==> src/rtl/skew_delay_buf.sv <==
// Multi-lane programmable delay line. Each lane is a shift register of
// {valid, data}. The output tap sits at stage L_c-1, where
// L_c = delay + (skew ? c : 0). The tap is registered from the next-state
// value, so q is a flop output with no added latency.
module skew_delay_buf #(
    parameter int  CHANNELS      = 4,
    parameter int  BITS          = 8,
    parameter int  MAX_DELAY     = 8,
    parameter int  DEFAULT_DELAY = 2,
    parameter bit  DEFAULT_SKEW  = 1'b0,
    localparam int DW            = $clog2(MAX_DELAY + 1),
    localparam int SD            = MAX_DELAY + CHANNELS - 1,
    localparam int IW            = (SD > 1) ? $clog2(SD) : 1
) (
    input  logic                     clk,
    input  logic                     rst_n,
    input  logic                     en,
    input  logic                     flush,
    input  logic                     d_valid,
    input  logic [CHANNELS*BITS-1:0] d,
    input  logic                     cfg_wr,
    input  logic [DW-1:0]            cfg_delay,
    input  logic                     cfg_skew,
    output logic [CHANNELS*BITS-1:0] q,
    output logic [CHANNELS-1:0]      q_valid,
    output logic                     busy,
    output logic                     cfg_err
);

    logic [BITS-1:0]          data_q  [CHANNELS][SD];
    logic [BITS-1:0]          data_d  [CHANNELS][SD];
    logic [SD-1:0]            valid_q [CHANNELS];
    logic [SD-1:0]            valid_d [CHANNELS];
    logic [DW-1:0]            delay_q, delay_d;
    logic                     skew_q, skew_d;
    logic [CHANNELS*BITS-1:0] q_q, q_d;
    logic [CHANNELS-1:0]      q_valid_q, q_valid_d;
    logic                     cfg_err_q, cfg_err_d;

    logic [IW-1:0]            tap_cur_s [CHANNELS];
    logic [IW-1:0]            tap_nxt_s [CHANNELS];
    logic                     busy_s;
    logic                     cfg_accept_s;
    logic                     advance_s;
    logic                     clear_s;

    // Tap positions for the active config (busy) and the next-cycle config (q).
    always_comb begin
        for (int c = 0; c < CHANNELS; c++) begin
            tap_cur_s[c] = IW'(delay_q) + (skew_q ? IW'(c) : {IW{1'b0}}) - IW'(1);
            tap_nxt_s[c] = IW'(delay_d) + (skew_d ? IW'(c) : {IW{1'b0}}) - IW'(1);
        end
    end

    // busy: any valid sample at or before the tap of its lane.
    always_comb begin
        busy_s = 1'b0;
        for (int c = 0; c < CHANNELS; c++) begin
            for (int s = 0; s < SD; s++) begin
                if (IW'(s) <= tap_cur_s[c]) begin
                    busy_s = busy_s | valid_q[c][s];
                end else begin
                    busy_s = busy_s;
                end
            end
        end
    end

    // Config acceptance: the delay must be in range, and the lanes must be idle
    // unless a flush empties them in the same cycle.
    always_comb begin
        cfg_accept_s = cfg_wr && (cfg_delay >= DW'(1)) && (cfg_delay <= DW'(MAX_DELAY))
                       && (!busy_s || flush);
        cfg_err_d    = cfg_wr && !cfg_accept_s;
        advance_s    = en && !flush && !cfg_accept_s;
        clear_s      = flush || cfg_accept_s;
        if (cfg_accept_s) begin
            delay_d = cfg_delay;
            skew_d  = cfg_skew;
        end else begin
            delay_d = delay_q;
            skew_d  = skew_q;
        end
    end

    // Pipeline next state: shift on advance, drop valids on clear, else hold.
    always_comb begin
        data_d  = data_q;
        valid_d = valid_q;
        if (advance_s) begin
            for (int c = 0; c < CHANNELS; c++) begin
                data_d[c][0]  = d[c*BITS +: BITS];
                valid_d[c][0] = d_valid;
                for (int s = 1; s < SD; s++) begin
                    data_d[c][s]  = data_q[c][s-1];
                    valid_d[c][s] = valid_q[c][s-1];
                end
            end
        end else if (clear_s) begin
            for (int c = 0; c < CHANNELS; c++) begin
                valid_d[c] = {SD{1'b0}};
            end
        end else begin
            data_d  = data_q;
            valid_d = valid_q;
        end
    end

    // Output tap registered from next-state pipeline and config.
    always_comb begin
        q_d       = {(CHANNELS*BITS){1'b0}};
        q_valid_d = {CHANNELS{1'b0}};
        for (int c = 0; c < CHANNELS; c++) begin
            q_d[c*BITS +: BITS] = data_d[c][tap_nxt_s[c]];
            q_valid_d[c]        = valid_d[c][tap_nxt_s[c]];
        end
    end

    // State registers with asynchronous active-low reset.
    always_ff @(posedge clk or negedge rst_n) begin
        if (!rst_n) begin
            data_q    <= '{default: '0};
            valid_q   <= '{default: '0};
            delay_q   <= DW'(DEFAULT_DELAY);
            skew_q    <= DEFAULT_SKEW;
            q_q       <= {(CHANNELS*BITS){1'b0}};
            q_valid_q <= {CHANNELS{1'b0}};
            cfg_err_q <= 1'b0;
        end else begin
            data_q    <= data_d;
            valid_q   <= valid_d;
            delay_q   <= delay_d;
            skew_q    <= skew_d;
            q_q       <= q_d;
            q_valid_q <= q_valid_d;
            cfg_err_q <= cfg_err_d;
        end
    end

    assign q       = q_q;
    assign q_valid = q_valid_q;
    assign busy    = busy_s;
    assign cfg_err = cfg_err_q;

endmodule

==> config.mk <==
export PLATFORM = sky130hd
export DESIGN_NAME = skew_delay_buf
export DESIGN_NICKNAME = d
export VERILOG_FILES = /design/src/rtl/skew_delay_buf.sv
export SDC_FILE = /design/constraint.sdc
export NUM_CORES = 1
export LEC_CHECK = 0
export BUFFER_PORTS_ARGS = -buffer_cell sky130_fd_sc_hd__buf_4
export CORE_MARGIN = 10
export CORE_UTILIZATION = 45
export DETAILED_ROUTE_END_ITERATION = 12
export GPL_TIMING_DRIVEN = 1
export PLACE_DENSITY = 0.7
export SLEW_MARGIN = 20
export SYNTH_ARGS = -nofsm -noshare
export SYNTH_HDL_FRONTEND = slang
export SYNTH_SLANG_ARGS = --single-unit
==> constraint.sdc <==
create_clock -name clk -period 8.4 [get_ports clk]
set_clock_uncertainty 0.1 [all_clocks]
set_input_delay 2.1 -clock clk [delete_from_list [all_inputs] [get_ports clk]]
set_output_delay 2.1 -clock clk [all_outputs]
set_load 0.02 [all_outputs]
==> results.ini <==
[outcome]
outcome=finished, final reports clean

[global_route]
grt_overflow=0
grt_pass1_wl_um=83920
grt_usage_pct=17.88
antenna_found_initial=1
grt_start_max_net_pins=180
grt_pass1_vias=15935

[clocking]
hold_buffers=0
cts_tree=built
post_cts_buffers=0
root_buffer=clkbuf_16
clk_pin_slew_worst_paths_ns=0.06
cts.repair.resized=0
clk_path_buf_depth=3
clock_latency_ns=0.60
cts_buffers=48
numClockSinks=438
cts_htree_levels=2

[routing]
wl_per_cell_um=17.82
routed.top_layer=met5
drt_iter0_drc=1377
ant_nets=0
met3_length_um=2779
drc_errors=0
wirelength_um=50640
post_drt_via_cell_ratio=5.629
vias=15998
drtPass1Iterations=6
met2_length_um=23330
met1_length_um=23350

[logic_synthesis]
synthFlopType=dfrtp_1
synthTopCellsByArea=dfrtp_1 51%, nand2_1 11%, mux2_1 4.3%
yosys.area.top_type_share_pct=51.05
synth_fp_nets=2240
ys_async_sr_fraction_pct=100.0
synth-seq-cells=438
ys_warn_count=0
netlist-cell-type-count=82
synth_area_um2=21420
synth_area_per_cell_um2=9.830
synth_edf_count=0
yosysMostFrequentCell=nand2_1
synth_top_area_cell=dfrtp_1
synthCells=2179
netlist_top_cells_count=622 x nand2_1, 437 x dfrtp_1, 102 x nor2_1
seq_area_frac_synth_pct=51.17

[cells_and_area]
multi_input_area_um2=9582
final_nets=2258
final_cell_area_um2=24150
regArea_um2=10960
area_delta_synth_final_pct=12.72
drive_gt1_share_pct=12.13
antenna_cells=0
post-route-util_pct=51.54
final_cells=2842
fillers=4150

[placed_design]
dpl_worst_slack_ns=1.276
postPlaceCellArea_um2=22430
dp.cells=2754
place_hpwl_um=31540
port_buffers=80
gp_congestion=0.8973

[worst_setup_path]
r2r-end=q_valid[3]
arrival_ns=7.60
rrSetupSlack_ns=1.21
cp_max_fo=13
path_class=flip-flop to flip-flop
reg2reg_depth=25
critPathLaunch=delay_q[1]
start_kind=flip-flop
cp.required_ns=8.81
reg2reg_from=delay_q[1]
cp-end-kind=flip-flop

[sta]
layout_min_cycle_time_ns=7.185
tightest_slew_ns=1.090
fmax_mhz=139.2
tns_ns=0
setup_viol=0
period_share_pct=85.54
holdWs_ns=0.3673
final_hold_viol_count=0
rsz0062_at_grt=false
drv_slew=0
fin_ws_ns=1.215
slew-limit-headroom_pct=27.16

[worst_hold_path]
min_to=data_q[237]
hold_depth=2
min-delay-start=data_q[245]
hold_path.class=flip-flop to flip-flop

[power]
pwr-share-seq_pct=36.3
p_int_mw=5.407
p_leak_nw=12.31
finalPower_mw=8.616
power_frac_clock_pct=26.1
net-switching-power_mw=3.209
p_per_area_nw_per_um2=356.8
ir_drop_v=0.0002078
power_frac_comb_pct=37.6
p_sw_share_pct=37.24

[floorplan]
num_rows=79
coreArea_um2=46850
ios=81
floorplan.initialDensity_pct=45.72
fp.dieArea_um2=56730
die_height_um=238.2
die_x_um=238.2

[flow_run]
maxCapViolations=0

metal layers:
metal,GRT usage [%],up-vias
met4,5.825,2
met3,3.239,79
met5,0,-
met2,27.92,406
li1,-,7572
met1,24.79,7939
how the worst max path moves through the flow:
| stage | endpoint | slack (ns) |
|---|---|---|
| after floorplan | q_valid[3] | 2.18 |
| after global placement | q_valid[3] | 1.37 |
| after detailed placement | q_valid[3] | 1.28 |
| after CTS | q_valid[3] | 1.33 |
| after global routing | q_valid[3] | 0.76 |
| final | q_valid[3] | 1.21 |
logic make-up after synthesis:
logic type	Yosys count	share of synthesized area, %
AOI/OAI and AO/OA	356	11.83
xor gates and xnor gates	22	0.9696
adders and majority gates	18	1.192
buffers and inverters	214	4.270
DFF	438	51.17
muxes	234	12.98
and+or+nand+nor	897	17.59
layout by cell type (no fill, tap or decap), drive strengths merged, types with 10 or more instances in the layout:
master    n
a211o    15
clkbuf   64
inv      79
and3     26
o22ai    27
o211ai   36
a21boi   11
o21ai    84
nand2   622
mux2i    91
nand2b   18
o221ai   27
mux2    120
o221a    15
a211oi   14
clkinv   15
a22o     15
nor2    103
a21oi    49
mux4     23
dfrtp   437
ha       14
nand4    12
buf     104
xnor2    17
nor3     13
nor2b    10
nand3    54
cell type report:
type                            instances  area share (%)
Clock buffer                           64           5.643
Sequential cell                       438           45.40
Multi-Input combinational cell       1527           39.68
Inverter                               78           1.213
Tap cell                              607           3.145
Timing Repair Buffer                  104           3.487
Clock inverter                         24           1.430
flip-flops by register name (all words and copies together) (netlist names):
| signal | flops |
|---|---|
| data_q | 352 |
| valid_q | 44 |
| q | 32 |
| delay_q | 4 |
| q_valid | 4 |
| cfg_err | 1 |
| skew_q | 1 |
worst max-delay path, cell delays in order (launching register included):
cell and delay, ns:
dfstp_2 0.60, inv_1 0.14, ha_1 0.32, inv_1 0.07, ha_1 0.19, fa_1 0.52
nand3b_1 0.22, a211oi_1 0.29, nor2_1 0.08, a2111oi_1 0.59, and4_1 0.34, nand3_1 0.40
nand2_1 0.46, nor2_1 0.07, a21oi_1 0.31, xnor2_1 0.22, ha_1 0.19, inv_1 0.05
fa_1 0.56, nand2_1 0.12, nor2_1 0.13, a2bb2oi_1 0.23, o21a_1 0.48, o2111a_1 0.28
a211oi_1 0.05, o211ai_1 0.11
power groups by stage:
stage	combinational, mW	sequential [mW]	clock (mW)
4_1_cts	3.24	3.13	2.30
5_1_grt	3.59	3.21	2.38
6_report	3.24	3.13	2.25
3_3_place_gp	3.13	3.13	0
2_1_floorplan	2.33	3.09	0
3_5_place_dp	3.22	3.16	0
(Power assumes the default switching activity.)
